[config.mk]
export PLATFORM = sky130hd
export DESIGN_NAME = bottleneck_n
export DESIGN_NICKNAME = d
export VERILOG_FILES = /design/src/rtl/bottleneck_n.sv
export SDC_FILE = /design/constraint.sdc
export NUM_CORES = 1
export LEC_CHECK = 0
export ABC_AREA = 0
export CORE_ASPECT_RATIO = 0.75
export CORE_MARGIN = 5
export CORE_UTILIZATION = 50
export CTS_BUF_LIST = sky130_fd_sc_hd__clkbuf_8
export CTS_CLUSTER_SIZE = 25
export DETAILED_ROUTE_END_ITERATION = 8
export GPL_ROUTABILITY_DRIVEN = 1
export GPL_TIMING_DRIVEN = 0
export PLACE_DENSITY_LB_ADDON = 0.2
export SETUP_SLACK_MARGIN = 0.3
export SLEW_MARGIN = 10
export SYNTH_ARGS = -nofsm -noshare
export SYNTH_HDL_FRONTEND = slang
export SYNTH_SLANG_ARGS = --single-unit
[constraint.sdc]
create_clock -name clk_i -period 14.9 [get_ports clk_i]
set_clock_uncertainty 0.15 [all_clocks]
set_input_delay 2.235 -clock clk_i [delete_from_list [all_inputs] [get_ports clk_i]]
set_output_delay 2.235 -clock clk_i [all_outputs]
set_load 0.03 [all_outputs]
[src/rtl/bottleneck_n.sv]
// bottleneck_n: registered adapter from the 64-bit CPU data port to an SW-bit slave bus.
// Each master request becomes little-endian slave beats; read data is reassembled and extended.
module bottleneck_n #(
  parameter int SW = 16,
  parameter int AW = 64
) (
  input  logic          clk_i,
  input  logic          reset_i,
  input  logic [AW-1:0] m_adr_i,
  input  logic          m_cyc_i,
  input  logic          m_stb_i,
  input  logic          m_we_i,
  input  logic [1:0]    m_siz_i,
  input  logic          m_signed_i,
  input  logic [63:0]   m_dat_i,
  output logic          m_ack_o,
  output logic [63:0]   m_dat_o,
  output logic          m_err_align_o,
  output logic [AW-1:0] s_adr_o,
  output logic          s_cyc_o,
  output logic          s_stb_o,
  output logic          s_we_o,
  output logic [1:0]    s_siz_o,
  output logic          s_signed_o,
  output logic [SW-1:0] s_dat_o,
  input  logic          s_ack_i,
  input  logic [SW-1:0] s_dat_i
);

  localparam int LSW = (SW == 8) ? 0 : (SW == 16) ? 1 : 2;

  generate
    if (SW != 8 && SW != 16 && SW != 32) begin : g_bad_sw
      $error("bottleneck_n: SW must be 8, 16 or 32");
    end
  endgenerate

  typedef enum logic [1:0] {IDLE, XFER, DONE, ERR} state_t;

  state_t        state, state_nxt;
  logic [2:0]    beat;
  logic [AW-1:0] adr_q;
  logic [1:0]    siz_q;
  logic          we_q;
  logic          signed_q;
  logic [63:0]   wdata_q;
  logic [63:0]   rbuf;

  logic          misaligned;
  logic [2:0]    align_mask;
  logic [2:0]    last_idx;
  logic [5:0]    bit_off;
  logic [1:0]    beat_siz;
  logic [SW-1:0] beat_wdata;
  logic [SW-1:0] wmask;
  logic [63:0]   read_result;

  // Index of the final beat: max(1, bytes >> LSW) - 1.
  function automatic logic [2:0] last_beat_idx(input logic [1:0] siz);
    logic [3:0] n;
    n = 4'd1 << siz;
    n = n >> LSW;
    return (n == 4'd0) ? 3'd0 : 3'(n - 4'd1);
  endfunction

  always_comb begin
    align_mask = 3'b000;
    case (m_siz_i)
      2'd1:    align_mask = 3'b001;
      2'd2:    align_mask = 3'b011;
      2'd3:    align_mask = 3'b111;
      default: align_mask = 3'b000;
    endcase
    misaligned = |(m_adr_i[2:0] & align_mask);
    last_idx   = last_beat_idx(siz_q);
    beat_siz   = (siz_q > 2'(LSW)) ? 2'(LSW) : siz_q;
    bit_off    = 6'(beat) * 6'(SW);
    wmask      = '1;
    if (beat_siz == 2'd0)
      wmask = SW'(8'hFF);
    else if (beat_siz == 2'd1)
      wmask = SW'(16'hFFFF);
    beat_wdata = SW'(wdata_q >> bit_off) & wmask;
  end

  // Truncate the reassembled buffer to the request size, then sign- or zero-extend.
  always_comb begin
    case (siz_q)
      2'd0:    read_result = {{56{signed_q & rbuf[7]}},  rbuf[7:0]};
      2'd1:    read_result = {{48{signed_q & rbuf[15]}}, rbuf[15:0]};
      2'd2:    read_result = {{32{signed_q & rbuf[31]}}, rbuf[31:0]};
      default: read_result = rbuf;
    endcase
  end

  always_ff @(posedge clk_i or posedge reset_i) begin
    if (reset_i)
      state <= IDLE;
    else
      state <= state_nxt;
  end

  always_comb begin
    state_nxt     = state;
    m_ack_o       = 1'b0;
    m_err_align_o = 1'b0;
    m_dat_o       = '0;
    s_adr_o       = '0;
    s_cyc_o       = 1'b0;
    s_stb_o       = 1'b0;
    s_we_o        = 1'b0;
    s_siz_o       = 2'd0;
    s_signed_o    = 1'b0;
    s_dat_o       = '0;
    case (state)
      IDLE: begin
        if (m_cyc_i && m_stb_i)
          state_nxt = misaligned ? ERR : XFER;
      end
      XFER: begin
        s_cyc_o    = 1'b1;
        s_stb_o    = 1'b1;
        s_we_o     = we_q;
        s_signed_o = signed_q;
        s_siz_o    = beat_siz;
        s_adr_o    = adr_q + (AW'(beat) << LSW);
        s_dat_o    = beat_wdata;
        // Dropping m_cyc_i abandons the transfer; a coincident slave ack is discarded.
        if (!m_cyc_i)
          state_nxt = IDLE;
        else if (s_ack_i && beat == last_idx)
          state_nxt = DONE;
      end
      DONE: begin
        m_ack_o   = 1'b1;
        m_dat_o   = we_q ? 64'd0 : read_result;
        state_nxt = IDLE;
      end
      ERR: begin
        m_err_align_o = 1'b1;
        state_nxt     = IDLE;
      end
      default: state_nxt = IDLE;
    endcase
  end

  always_ff @(posedge clk_i or posedge reset_i) begin
    if (reset_i) begin
      beat     <= 3'd0;
      adr_q    <= '0;
      siz_q    <= 2'd0;
      we_q     <= 1'b0;
      signed_q <= 1'b0;
      wdata_q  <= 64'd0;
      rbuf     <= 64'd0;
    end else begin
      case (state)
        IDLE: begin
          if (m_cyc_i && m_stb_i && !misaligned) begin
            adr_q    <= m_adr_i;
            siz_q    <= m_siz_i;
            we_q     <= m_we_i;
            signed_q <= m_signed_i;
            wdata_q  <= m_dat_i;
            rbuf     <= 64'd0;
            beat     <= 3'd0;
          end
        end
        XFER: begin
          if (m_cyc_i && s_ack_i) begin
            rbuf <= (rbuf & ~(64'({SW{1'b1}}) << bit_off)) | (64'(s_dat_i) << bit_off);
            if (beat != last_idx)
              beat <= beat + 3'd1;
          end
        end
        default: ;
      endcase
    end
  end

endmodule
# Yosys cells after proc, flatten, opt, wreduce, memory -nomap -nowiden
# Cells that the tools add are included.
# word_totals
register_bits,201
input_bits,153
output_inout_bits,152
wordCells,82
# op_classes
addsub,3
n_lt_le_gt_ge,1
eq_ne,15
shift,4
n_mux,27
bitwise_logic,8
n_reduce_logical,16
# op_table
op,count
two-way mux 64 bit,5
case mux 64 bit (3 select lines),1
case mux 64 bit (2 select lines),1
adder 64 x 4 -> 64 bit,1
AND 64 bit,1
inverter 64 bit,1
bitwise OR 64 bit,1
<< shifter 16 x 6 -> 64 bit,1
"<< shifter 16 x 6 -> 64 bit, first input constant",1
right shift 64 x 6 -> 16 bit,1
two-way mux 16 bit,2
AND 16 bit,1
two-way mux 2 bit,6
two-way mux 3 bit,4
"equality test 2 bit, second input constant",5
case mux 3 bit (3 select lines),1
"inequality test 2 bit, second input constant",4
"equality test 2 x 1 -> 1 bit, second input constant",3
logical NOT 2 bit,3
case mux 2 bit (3 select lines),1
case mux 3 bit (2 select lines),1
two-way mux 1 bit,5
logical AND 1 bit,4
logical NOT 4 bit,1
16 further kinds,19

# Logic depth before layout (Yosys ltp)
# depth
word_depth,8
ltp_mapped,9
mapped_depth_nobuf,8

# Worst setup path after synthesis
# Ideal clock, no wire load.
# synth_timing
path_type,reg-to-output
from,reg beat[1]
to,out s_adr_o[35]
arrival_ns,3.039
t_required_ns,12.515
slack_ns,9.476
stages_incl_launch_ff,10
n_path_buf,2
path_cell_list,dfrtp_1 buf_1 inv_1 fa_1 nor2b_1 o2111a_1 clkbuf_1 nand3_1 or3_1 a21oi_1
# synth_via
elab_chain_len,2
# synth_lines
element,line,source
from (decl),41,logic [2:0] beat;
from (signal assigned),173,beat <= beat + 3'd1;
adder 64 x 4 -> 64 bit,126,s_adr_o = adr_q + (AW'(beat) << LSW);
two-way mux 64 bit,115,case (state)
to (decl),19,"output logic [AW-1:0] s_adr_o,"
# Every way passes these cells.

# Worst setup path in the final report
# Same ends and word-level chain as after synthesis.

==> flow_summary.ini <==
[synthesis]
synthSimpleGateAreaFrac_pct = 13.3
parity_gate_share_of_the_synthesized_area_counting_xor_and_xnor_cells_pct = 2.54
synth_compound_gate_area_share_pct = 13.8
synth_fa_ha_area_share_pct = 1.04
synthCells = 934
async_set_reset_flop_share_out_of_synthesis_pct = 100
synthFlopType = sky130_fd_sc_hd__dfrtp_1
ys_seq_area_share_pct = 48.5
post-synth-top-area-fraction_pct = 48.5
synth_top_family_by_area = multiplexers
synth_commonest_cells = sky130_fd_sc_hd__dfrtp_1, sky130_fd_sc_hd__mux2_2, sky130_fd_sc_hd__o2bb2ai_1
post-synth-top-count-cell = sky130_fd_sc_hd__dfrtp_1
area_of_the_mapped_netlist_sq_um = 10400
yosysTopAreaCell = sky130_fd_sc_hd__dfrtp_1
yosys-mux-area-fraction_pct = 17.9
synth_area_per_cell_sq_um = 11.1
synth-edff-count = 0
synth-seq-cells = 201
synth.top_cells.by_area = sky130_fd_sc_hd__dfrtp_1, sky130_fd_sc_hd__mux2_2, sky130_fd_sc_hd__o2bb2ai_1
yosysWarningCount = 0
postSynthNetCount = 1095
synth.lib_cells_used.distinct = 48

[setup_path]
cp.required_ns = 12.52
worst-setup-path-type = reg2out
cpMaxStageDelayCell = sky130_fd_sc_hd__clkdlybuf4s50_1
critical_path.max_stage_delay_ns = 0.69
critPathCaptureType = output port
worst-path-max-fanout = 10
worst-path-buf-inv = 4
critical_path.startpoint_type = register
worstPathCellList = buf_1 -> inv_1 -> fa_1 -> nor2b_1 -> o2111a_1 -> clkbuf_1 -> nand3_1 -> or3_1 -> a21oi_1 -> clkdlybuf4s50_1
crit_arrival_ns = 4.80
critical_path.top_delay_family = buffers and inverters

[job]
cap_violations = 0

[grt]
vias_in_the_first_global_route = 8890
grt_max_degree = 118
grt_antenna_before_repair = 3
grt_first_pass_wirelength_mm = 49.7
grt_util_all_layers_pct = 26.3
overflow = 0

[floorplanning]
row_count = 45
design.die.area_sq_um = 23700
core-area_sq_um = 20300
chipWidth_um = 176
initial_utilization_pct = 51.0
die_height_um = 135
io_pins = 305

[sta]
final.setup.worst_slack_ns = 7.72
finalHoldViolations = 0
worst_slew_margin_relative_to_its_limit_pct = 38.0
slew_violations = 0
finalSetupViolCount = 0
setup-tns-final_ns = 0
rsz_0062_raised_after_global_routing = false
transition_time_of_the_tightest_slew_check_pin_ns = 0.924
final_min_period_over_clock_period_pct = 48.2
final.min_clock_period_ns = 7.18
timing.fmax_mhz = 139

[pwr]
pwr_density_cell_nw_per_um2 = 119
cellLeakagePower_nw = 5.65
vdd_drop_max_v = 0.0000757

[routing]
drt_first_iter_violations = 623
drc = 0
avgViaCountPerCell = 5.74
detail_route.wl_per_cell_um = 20.2
drt-total-wl_mm = 31.8
routed-via-count = 9040
final_antenna_net_count = 0
dr.pass1.iters = 6

[clock_network]
clock_insertion_delay_worst_skew_ns = 0.50
tritoncts.num_buffers = 34
cts_setup_buffers = 0
cts-hold-fix-buffers = 0
cts.repair.resized = 0
clkSlewWorstSetupHoldPaths_ns = 0.06
root_buffer = sky130_fd_sc_hd__clkbuf_8
cts_buffer_depth = 3
htreeDepth = 2
cts.sink_count = 201
tritoncts = done

[cells_and_area]
post_route_cells_drive_above_1_share_pct = 16.1
finish.cell_count_without_fillers = 1576
layout-area-overhead-vs-synth_pct = 38.9
nNetsFinal = 1435
fill_count = 1521

[status]
run_status = finished, final reports clean

[placement]
cells_after_dpl = 1520
gp_routability_congestion = 0.875
place_ws_ns = 8.30
place.port_buffers = 303
dp_hpwl_mm = 23.7

[min_path]
min-delay-path-class = reg2reg
[power by group]
group / internal [mW] / total [mW] / switching [mW]
registers: 0.666 / 0.776 / 0.110
logic: 0.247 / 0.478 / 0.231
clock network: 0.237 / 0.453 / 0.216
total: 1.15 / 1.71 / 0.557
[cell families (layout without fill, tap and decap cells)]
family,after synthesis,count (layout)
AO/OA/AOI/OAI,210,210
XOR/XNOR,30,30
adder cells (fa/ha/maj),8,8
buffers and inverters,74,432
flip-flops,201,201
multiplexers,149,149
other,1,3
AND/OR/NAND/NOR,261,261
[layer usage]
layer  share of wire (%)  global-route usage, %  routed length (um)
met1                  43                   37.3               13700
met2                  45                   40.6               14400
met3                 9.8                   7.39                3120
met4                 2.0                   6.02                 651
met5               0.041                      0                  13
[registers in the layout, indices dropped and copies added (netlist names)]
| register | flops |
|---|---|
| adr_q | 64 |
| signed_q | 1 |
| we_q | 1 |
| state | 2 |
| siz_q | 2 |
| beat | 3 |
| wdata_q | 64 |
| rbuf | 64 |
[stage by stage]
stage / util [%] / total power, mW / cell area, sq um / hold slack, ns
floorplan: - / 1.07 / 10400 / 0.298
CTS: 70.8 / 1.72 / 14400 / 0.336
detailed placement: 67.8 / 1.26 / 13800 / 0.317
global placement: 67.6 / 1.24 / 13700 / 0.313
global route: 70.8 / 1.80 / 14400 / 0.351
finish: 70.8 / 1.71 / 14400 / 0.331
[worst paths after layout]
kind                               end  depth (start not counted)  slack (ns)  startpoint
min reg2reg                    rbuf[5]                          1        0.33     rbuf[5]
max reg2reg                   rbuf[40]                          6       11.84     beat[0]
min in group asynchronous  wdata_q[40]                          2        2.09     reset_i
min                            rbuf[5]                          1        0.33     rbuf[5]
max in group asynchronous    adr_q[34]                          3       11.52     reset_i
max                        s_adr_o[35]                         10        7.72     beat[1]
[placed cells by master (no fill, tap or decap), types with 8 or more instances in the layout]
cell and instances:
sky130_fd_sc_hd__clkdlybuf4s50_1 303, sky130_fd_sc_hd__dfrtp_1 201, sky130_fd_sc_hd__mux2_2 133, sky130_fd_sc_hd__o2bb2ai_1 64, sky130_fd_sc_hd__nand2_1 62, sky130_fd_sc_hd__a21oi_1 54
sky130_fd_sc_hd__nor2_1 46, sky130_fd_sc_hd__clkbuf_1 41, sky130_fd_sc_hd__clkbuf_8 39, sky130_fd_sc_hd__o21a_1 38, sky130_fd_sc_hd__o21ai_0 37, sky130_fd_sc_hd__nand3_1 28
sky130_fd_sc_hd__inv_1 26, sky130_fd_sc_hd__and2_1 25, sky130_fd_sc_hd__or3_1 24, sky130_fd_sc_hd__nand4_1 24, sky130_fd_sc_hd__xor2_1 22, sky130_fd_sc_hd__mux4_2 16
sky130_fd_sc_hd__buf_1 12, sky130_fd_sc_hd__nor2b_1 11, sky130_fd_sc_hd__and3_1 9, sky130_fd_sc_hd__xnor2_1 8
[cell type report]
type	instances	area (sq um)	share of cell area [%]
Sequential cell	201	5030	34.9
Antenna cell	2	5.00	0.0348
Clock inverter	15	70.1	0.487
Multi-Input combinational cell	659	5040	35.0
Inverter	17	71.3	0.495
Tap cell	282	353	2.45
Timing Repair Buffer	304	3060	21.3
Clock buffer	39	537	3.73
Buffer	57	224	1.56
No activity file was read; power rests on OpenSTA's default activity.
